### config.mk
export PLATFORM = sky130hd
export DESIGN_NAME = phase_pwm_gen
export DESIGN_NICKNAME = d
export VERILOG_FILES = /design/src/rtl/phase_pwm_pkg.sv /design/src/rtl/phase_pwm_gen_tri_carrier.sv /design/src/rtl/phase_pwm_gen.sv
export SDC_FILE = /design/constraint.sdc
export NUM_CORES = 1
export LEC_CHECK = 0
export ABC_CLOCK_PERIOD_IN_PS = 9100
export CAP_MARGIN = 40
export CORE_UTILIZATION = 60
export DETAILED_ROUTE_END_ITERATION = 8
export GPL_TIMING_DRIVEN = 0
export PLACE_DENSITY = 0.91
export SETUP_SLACK_MARGIN = 0.05
export SLEW_MARGIN = 40
export SYNTH_ARGS = -nofsm -noshare
export SYNTH_HDL_FRONTEND = slang
export SYNTH_SLANG_ARGS = --single-unit
### constraint.sdc
create_clock -name clk -period 9.1 [get_ports clk]
set_input_delay 1.365 -clock clk [delete_from_list [all_inputs] [get_ports clk]]
set_output_delay 1.365 -clock clk [all_outputs]
set_load 0.03 [all_outputs]
### src/rtl/phase_pwm_pkg.sv
// -----------------------------------------------------------------------------
// phase_pwm_pkg
//   Shared definitions for the three-phase centre-aligned PWM generator:
//   carrier state encoding, default widths/limits and phase bit positions
//   within pwm_hi.
// -----------------------------------------------------------------------------
package phase_pwm_pkg;

    // Default width of carrier, period and compare values.
    localparam int N_DEF          = 12;
    // Smallest legal carrier half-period in clocks.
    localparam int PERIOD_MIN_DEF = 2;

    // Bit positions of each phase inside pwm_hi.
    localparam int PH_A = 0;
    localparam int PH_B = 1;
    localparam int PH_C = 2;

    typedef enum logic [1:0] {
        IDLE = 2'd0,
        UP   = 2'd1,
        DOWN = 2'd2
    } state_e;

endpackage

### src/rtl/phase_pwm_gen_tri_carrier.sv
// -----------------------------------------------------------------------------
// tri_carrier
//   Triangle carrier for the centre-aligned PWM: counts 0..P..1 repeatedly
//   while en is high, held at 0 in IDLE.
//   Ports:
//     clk, rst    : clock, synchronous active-high reset
//     en          : run enable, low forces IDLE on the next edge
//     period      : active half-period P (already clamped by the caller)
//     carrier     : registered carrier value
//     valley/peak : registered one-cycle pulses aligned with carrier 0 / P
//     down        : carrier is on its falling slope (state DOWN)
//     idle        : state is IDLE
//     valley_evt  : combinational, high in the cycle before a valley pulse;
//                   the caller uses it to load new values at the same edge
//                   the carrier returns to 0
// -----------------------------------------------------------------------------
module tri_carrier
    import phase_pwm_pkg::*;
#(
    parameter int N = N_DEF
) (
    input  logic         clk,
    input  logic         rst,
    input  logic         en,
    input  logic [N-1:0] period,
    output logic [N-1:0] carrier,
    output logic         valley,
    output logic         peak,
    output logic         down,
    output logic         idle,
    output logic         valley_evt
);

    localparam logic [N-1:0] ONE = N'(1);

    state_e       state_q, state_d;
    logic [N-1:0] carrier_q, carrier_d;
    logic         valley_q, valley_d;
    logic         peak_q, peak_d;

    always_comb begin
        state_d   = state_q;
        carrier_d = carrier_q;
        valley_d  = 1'b0;
        peak_d    = 1'b0;
        if (!en) begin
            state_d   = IDLE;
            carrier_d = '0;
        end else begin
            unique case (state_q)
                // Start from 0 going up; this first 0 is not a valley.
                IDLE: begin
                    state_d   = UP;
                    carrier_d = '0;
                end
                UP: begin
                    if (carrier_q == period - ONE) begin
                        state_d   = DOWN;
                        carrier_d = period;
                        peak_d    = 1'b1;
                    end else begin
                        carrier_d = carrier_q + ONE;
                    end
                end
                DOWN: begin
                    if (carrier_q == ONE) begin
                        state_d   = UP;
                        carrier_d = '0;
                        valley_d  = 1'b1;
                    end else begin
                        carrier_d = carrier_q - ONE;
                    end
                end
                default: begin
                    state_d   = IDLE;
                    carrier_d = '0;
                end
            endcase
        end
    end

    always_ff @(posedge clk) begin
        if (rst) begin
            state_q   <= IDLE;
            carrier_q <= '0;
            valley_q  <= 1'b0;
            peak_q    <= 1'b0;
        end else begin
            state_q   <= state_d;
            carrier_q <= carrier_d;
            valley_q  <= valley_d;
            peak_q    <= peak_d;
        end
    end

    assign carrier    = carrier_q;
    assign valley     = valley_q;
    assign peak       = peak_q;
    assign down       = (state_q == DOWN);
    assign idle       = (state_q == IDLE);
    assign valley_evt = valley_d;

endmodule

### src/rtl/phase_pwm_gen.sv
// -----------------------------------------------------------------------------
// phase_pwm_gen
//   Three-phase centre-aligned PWM generator. A triangle carrier is compared
//   against three active compare values; new period/compare sets are taken
//   through a valid/ready shadow register and become active only at a carrier
//   valley (or at once while idle), so a running period is never disturbed.
//   Ports:
//     clk, rst          : clock, synchronous active-high reset
//     en                : run enable
//     cmp_valid         : new set offered
//     cmp_ready         : shadow free; an offer is accepted this cycle
//     period_in         : requested half-period (clamped to >= PERIOD_MIN)
//     cmp_a/cmp_b/cmp_c : phase compare values
//     pwm_hi[2:0]       : registered high-side commands, bit 0 = phase A
//     carrier           : current carrier value
//     valley / peak     : one-cycle pulses at carrier 0 (turning up) / P
// -----------------------------------------------------------------------------
module phase_pwm_gen
    import phase_pwm_pkg::*;
#(
    parameter int N          = N_DEF,
    parameter int PERIOD_MIN = PERIOD_MIN_DEF
) (
    input  logic         clk,
    input  logic         rst,
    input  logic         en,
    input  logic         cmp_valid,
    output logic         cmp_ready,
    input  logic [N-1:0] period_in,
    input  logic [N-1:0] cmp_a,
    input  logic [N-1:0] cmp_b,
    input  logic [N-1:0] cmp_c,
    output logic [2:0]   pwm_hi,
    output logic [N-1:0] carrier,
    output logic         valley,
    output logic         peak
);

    localparam logic [N-1:0] PMIN = N'(PERIOD_MIN);

    function automatic logic [N-1:0] clamp_period(input logic [N-1:0] p);
        return (p < PMIN) ? PMIN : p;
    endfunction

    // Falling slope compares against carrier-1 (i.e. carrier <= c) so that
    // each slope contributes c cycles and the pulse is 2*c clocks wide,
    // straddling the valley.
    function automatic logic phase_on(input logic [N-1:0] c,
                                      input logic [N-1:0] p,
                                      input logic [N-1:0] car,
                                      input logic         dn);
        if (c == '0) return 1'b0;
        if (c >= p)  return 1'b1;
        return dn ? (car <= c) : (car < c);
    endfunction

    logic               pending_q, pending_d;
    logic [N-1:0]       sh_period_q, sh_period_d;
    logic [2:0][N-1:0]  sh_cmp_q, sh_cmp_d;
    logic [N-1:0]       act_period_q, act_period_d;
    logic [2:0][N-1:0]  act_cmp_q, act_cmp_d;
    logic [2:0]         pwm_hi_q, pwm_hi_d;

    logic               accept, load;
    logic               down, idle, valley_evt;

    tri_carrier #(.N(N)) u_carrier (
        .clk        (clk),
        .rst        (rst),
        .en         (en),
        .period     (act_period_q),
        .carrier    (carrier),
        .valley     (valley),
        .peak       (peak),
        .down       (down),
        .idle       (idle),
        .valley_evt (valley_evt)
    );

    always_comb begin
        accept = cmp_valid & ~pending_q;
        // Load needs pending, and accept needs !pending, so an offer landing
        // on a valley cycle never reaches the active set until the next one.
        load   = pending_q & (valley_evt | idle);

        pending_d    = pending_q;
        sh_period_d  = sh_period_q;
        sh_cmp_d     = sh_cmp_q;
        act_period_d = act_period_q;
        act_cmp_d    = act_cmp_q;

        if (load) begin
            act_period_d = sh_period_q;
            act_cmp_d    = sh_cmp_q;
            pending_d    = 1'b0;
        end
        if (accept) begin
            sh_period_d = clamp_period(period_in);
            sh_cmp_d    = {cmp_c, cmp_b, cmp_a};
            pending_d   = 1'b1;
        end

        // Forced low while idle and in the cycle en falls, so outputs are
        // 000 together with the carrier returning to 0.
        pwm_hi_d = '0;
        if (en && !idle) begin
            pwm_hi_d[PH_A] = phase_on(act_cmp_q[PH_A], act_period_q, carrier, down);
            pwm_hi_d[PH_B] = phase_on(act_cmp_q[PH_B], act_period_q, carrier, down);
            pwm_hi_d[PH_C] = phase_on(act_cmp_q[PH_C], act_period_q, carrier, down);
        end
    end

    always_ff @(posedge clk) begin
        if (rst) begin
            pending_q    <= 1'b0;
            act_period_q <= PMIN;
            act_cmp_q    <= '0;
            pwm_hi_q     <= '0;
        end else begin
            pending_q    <= pending_d;
            act_period_q <= act_period_d;
            act_cmp_q    <= act_cmp_d;
            pwm_hi_q     <= pwm_hi_d;
        end
    end

    // Shadow contents are meaningless without pending, so no reset needed.
    always_ff @(posedge clk) begin
        sh_period_q <= sh_period_d;
        sh_cmp_q    <= sh_cmp_d;
    end

    assign cmp_ready = ~pending_q;
    assign pwm_hi    = pwm_hi_q;

endmodule

* Word level (Yosys, flattened, before mapping) *
Cells that the tools add are included.

storage, ports and cells
  register bits = 116
  output and inout port bits = 18

operators by class
  add/sub/neg operators = 3
  order comparisons = 10
  eq/ne operators = 6
  multiplexer cells = 42
  bitwise operators = 7
  reductions and logical operators = 11

operator list
  kind                   count
  $ge 12x12->1           3
  $le 12x12->1           3
  $logic_not 12->1       3
  $lt 12x12->1           3
  $mux 1                 36
  $mux 12                2
  $pmux 12 s2            1
  $sub 12x1->12 const B  2
  $add 12x1->12 const B  1
  $eq 12x1->1 const B    1
  $eq 12x12->1           1
  $lt 12x2->1 const B    1
  $pmux 2 s3             1
  $mux 2                 2
  $ne 2x1->1 const B     2
  $not 1->1              4
  $reduce_or 2->1        2
  $reduce_or 3->1        1
  $and 1x1->1            2
  $eq 2x1->1 const B     1
  $eq 2x2->1 const B     1
  $logic_not 2->1        1
  $reduce_and 2->1       1
  $reduce_bool 2->1      1
  3 further kinds        3

* Depth between registers and ports, before layout *
  word-level depth = 8
  depth in mapped cells = 10
  gate-level depth less buffers = 9

* Modules after synthesis *
From an unflattened synthesis, not the netlist that was laid out.

unflattened totals
  cell total of the unflattened synthesis = 748
  area, all modules = 6,715.2 µm²

by module, submodules not included
  module         instances  cells each  area an instance (µm²)
  phase_pwm_gen  1          520         5,022.3
  tri_carrier    1          228         1,692.9

* Worst setup path before layout *
OpenSTA, ideal clock, no wires.

  path kind = input-to-reg
  from = input cmp_valid
  to = register sh_cmp_q[0] (netlist bit) (enable)
  library setup time = 0.459 ns
  arrival = 3.496 ns
  data required time = 8.641 ns
  path slack = 5.145 ns
  cell stages on the path = 1
  path buffers = 0
  cell sequence = nor2b_1

between the ends
  cells in the longest elaborated chain, start to end = 1

ends and longest elaborated chain
  element                 RTL line              text
  start: declaration      phase_pwm_gen.sv:27   input logic cmp_valid,
  $and 1x1->1             phase_pwm_gen.sv:81   accept = cmp_valid & ~pending_q;
  end signal: assignment  phase_pwm_gen.sv:130  sh_cmp_q <= sh_cmp_d;
  end: declaration        phase_pwm_gen.sv:59   logic [2:0][N-1:0] sh_cmp_q, sh_cmp_d;

No other way between the ends.
A chain may end at the register's enable or synchronous reset.

* Worst setup path in the final report *
  from = register u_carrier.carrier_q[6], in the netlist u_carrier.carrier[6]
  to = register act_period_q[1]

between the ends
  cells in the longest elaborated chain, start to end = 6

ends and longest elaborated chain
  element                   RTL line                         text
  start: declaration        phase_pwm_gen_tri_carrier.sv:37  logic [N-1:0] carrier_q, carrier_d;
  start signal: assignment  phase_pwm_gen_tri_carrier.sv:90  carrier_q <= carrier_d;
  $eq 12x1->1               phase_pwm_gen_tri_carrier.sv:66  if (carrier_q == ONE) begin
  $mux 1                    phase_pwm_gen_tri_carrier.sv:66
  $mux 1                    phase_pwm_gen_tri_carrier.sv:50  unique case (state_q)
  $mux 1                    phase_pwm_gen_tri_carrier.sv:46  if (!en) begin
  $or 1x1->1                phase_pwm_gen.sv:84              load = pending_q & (valley_evt | idle);
  $and 1x1->1               phase_pwm_gen.sv:84
  end signal: assignment    phase_pwm_gen.sv:121             act_period_q <= act_period_d;
  end: declaration          phase_pwm_gen.sv:60              logic [N-1:0] act_period_q, act_period_d;

No other way between the ends.

==> metrics.md <==
| Metric | Value |
|---|---|
| Reg2reg setup slack | `5.77 ns` |
| I/O Buffers | `68` |
| PD cells | `177 nW/um^2` |
| Setup Viol. Count Final | `0` |
| Vias/cell | `6.11` |
| Die area | `11,300 um^2` |
| Startpoint Class | `flop` |
| Slew Limit Headroom | `48.6%` |
| First-pass DRT Iterations | `5` |
| Post-synth EDFFs | `48` |
| Hold/Removal Path Class | `flop to flop` |
| Slew @ Worst Pin | `0.764 ns` |
| Max cap viols | `0` |
| Post-synthesis cell area | `6550 um^2` |
| Clock sinks | `116` |
| Syn nets | `846` |
| CP Max Fanout | `10` |
| WL/cell | `19.3 um` |
| Largest net degree at the start of global routing | `24` |
| WL met2 | `9.00 mm` |
| Die W | `107 um` |
| Post-DRT Antenna Nets | `0` |
| Routability cong. | `0.930` |
| Clk Latency, worst-skew pair | `0.53 ns` |
| Post-Layout Cell Count | `952` |
| Worst setup EP type | `flop` |
| Hold Startpoint | `sh_period_q[1]` |
| Critical Path Most Common Cell | `nor2_1` |
| Core area | `10,500 um^2` |
| Starting DRT DRC Count | `382` |
| Async SR Flop Fraction | `0%` |
| Post-Syn Area per Cell | `9.18 um^2` |
| Max incr delay on CP | `0.62 ns` |
| ANT cells | `0` |
| FF+latch count, synth | `116` |
| Fmax | `301 MHz` |
| Io pins | `70` |
| Worst hold endpoint | `act_period_q[1]` |
| Grt total ovfl | `0` |
| Hold Crit Depth | `1` |
| Pleak | `3.18 nW` |
| FF-to-FF Start | `u_carrier.carrier[6]` |
| Seq/Total Area, Yosys | `42.8%` |
| Post-Synthesis Cells | `714` |
| Global Route Usage Sum | `33.7%` |
| TritonCTS buffer count | `17` |
| H-tree levels | `4` |
| Final hold slack | `0.466 ns` |
| Vias in the first global route | `5,811` |
| Vias | `5,816` |
| Synth warn | `0` |
| R2R depth | `9` |
| Worst path bufs/invs | `2` |
| Most frequent cells in the layout | `nand2_1 (114), ha_1 (80), a21oi_1 (70)` |
| Clock skew | `0.00983 ns` |
| RSZ-0062 raised after global routing | `no` |
| Total Routed Length | `18.4 mm` |
| Initial antenna violation count | `0` |
| Wl on met1 | `7.04 mm` |
| Fin. Hold Viols | `0` |
| Final #Nets | `935` |
| First-pass GRT wire length | `28.7 mm` |
| Ys flop type | `dfxtp_1` |
| Top Metal Used | `met4` |
| Synth-to-Final Area Change | `22.2%` |
| Routed met3 length | `1.54 mm` |
| Dpl hpwl | `13.1 mm` |
| # placed instances | `920` |
| Max VDD drop | `0.000169 V` |
| # hold bufs at CTS | `0` |
| CTS tree | `yes` |
| Commonest non-fill, non-tap cell in the layout | `nand2_1` |
| Top delay family on crit path | `simple AND/OR/NAND/NOR gates` |
| Power, Total | `1.42 mW` |
| Slowest stage cell on the critical path | `or4_1` |
| Slew Viols, Final | `0` |
| Status | `completed` |
| Die height | `107 um` |
| Initial Utilization | `62.6%` |
| Total Neg Setup Slack | `0 ns` |
| Count of different cell masters after synthesis | `53` |
| Arr. time, crit path | `3.74 ns` |
| Crit share post-route | `36.6%` |
| Reg clk slew, reported paths | `0.06 ns` |
| Fraction of layout cells with a size suffix above 1 | `5.27%` |
| Row cnt | `37` |
| Critical Path RT | `9.51 ns` |
| Drt drc | `0` |
| CP Cell Sequence | `clkbuf_1, or4_1, nor3_1, nand4b_1, nor2_1, o21a_1, buf_1, nor2_1, a211o_1` |
| Root Driver | `clkbuf_8` |
| Reg-to-reg endpoint | `act_period_q[1]` |
| Shortest period the worst path allows | `3.33 ns` |
| Finished Core Util | `76.6%` |
| PostCTS Resize Cnt | `0` |
| Crit path kind | `flop to flop` |
| Clk buf depth | `2` |
| Setup bufs post-CTS | `0` |
Yosys cell counts, types with 2 or more instances:
| library cell | number | area [um^2] |
|---|---|---|
| nor3_1 | 13 | 65.1 |
| ha_1 | 80 | 1000 |
| nor3b_1 | 2 | 15.0 |
| edfxtp_1 | 48 | 1440 |
| dfxtp_1 | 68 | 1360 |
| and3_1 | 5 | 31.3 |
| nand4_1 | 14 | 87.6 |
| nor2_1 | 32 | 120 |
| xnor2_1 | 23 | 201 |
| and2_1 | 3 | 18.8 |
| xor2_1 | 12 | 105 |
| inv_1 | 56 | 210 |
| nand3_1 | 13 | 65.1 |
| nor4_4 | 2 | 42.5 |
| a21o_1 | 17 | 128 |
| a31oi_1 | 6 | 37.5 |
| o21a_1 | 3 | 22.5 |
| o2111ai_1 | 4 | 35.0 |
| a221oi_1 | 2 | 17.5 |
| nand2_1 | 114 | 428 |
| a211oi_1 | 2 | 15.0 |
| clkbuf_1 | 40 | 150 |
| nand2b_1 | 7 | 43.8 |
| nor4_1 | 16 | 100 |
| or4_1 | 3 | 22.5 |
| a211o_1 | 2 | 17.5 |
| buf_1 | 3 | 11.3 |
| a21oi_1 | 70 | 350 |
| a221o_1 | 10 | 100 |
| nor2b_1 | 7 | 43.8 |
| o211ai_1 | 3 | 22.5 |
| o21ai_0 | 13 | 65.1 |
state kept, by name (all words and copies together) (netlist names):
name               cells
pending_q              1
pwm_hi                 3
u_carrier.peak         1
sh_period_q           12
act_period_q          12
u_carrier.valley       1
sh_cmp_q              36
u_carrier.carrier     12
u_carrier.state_q      2
act_cmp_q             36
area by class of cell:
type                       instances  area [um^2]
buffer                            45          178
inverter                          56          210
multi-input combinational        497         3380
tap                              136          170
clock buffer                      18          418
clock inverter                    14          131
timing repair buffer              70          723
fill                             731         2450
sequential                       116         2800
worst max-delay path by stage:
stage	start	to	slack, ns	depth (start not counted)
3_3_place_gp	cmp_valid	sh_cmp_q[18]	4.04	2
5_1_grt	act_period_q[1]	u_carrier.carrier[4]	5.62	10
3_5_place_dp	en	act_cmp_q[19]	5.71	8
6_report	u_carrier.carrier[6]	act_period_q[1]	5.77	9
4_1_cts	u_carrier.carrier[6]	act_period_q[1]	5.87	9
2_1_floorplan	cmp_valid	sh_cmp_q[0]	5.14	1
metrics by stage:
step,setup WS (ns),instance area [um^2]
2_1_floorplan,5.14,6550
3_3_place_gp,4.04,7400
5_1_grt,5.62,8010
3_5_place_dp,5.71,7460
6_report,5.77,8010
4_1_cts,5.87,8010
cells by family after synthesis:
| group | count (synthesis) | synth area share, % |
|---|---|---|
| AO/OA/AOI/OAI | 146 | 14.2 |
| XOR/XNOR | 35 | 4.68 |
| adder cells (fa/ha/maj) | 80 | 15.3 |
| buffers and inverters | 101 | 5.92 |
| flip-flops | 116 | 42.8 |
| multiplexers | 1 | 0.153 |
| AND/OR/NAND/NOR | 235 | 17.0 |
where the power goes:
part	internal [mW]	switching, mW
combinational	0.0893	0.111
clock	0.364	0.256
sequential	0.572	0.0255
worst register-to-register path: stages, from the launching register on:
cell and delay [ns]:
dfxtp_1 0.42, clkbuf_1 0.28, or4_1 0.62, nor3_1 0.19
nand4b_1 0.26, nor2_1 0.28, o21a_1 0.33, buf_1 0.42
nor2_1 0.12, a211o_1 0.29
metal layers:
| metal | up-vias | track usage (%) |
|---|---|---|
| li1 | 2698 | - |
| met1 | 2744 | 39.0 |
| met2 | 306 | 57.7 |
| met3 | 68 | 8.77 |
| met4 | 0 | 16.9 |
| met5 | - | 0 |
(Power assumes the default switching activity.)
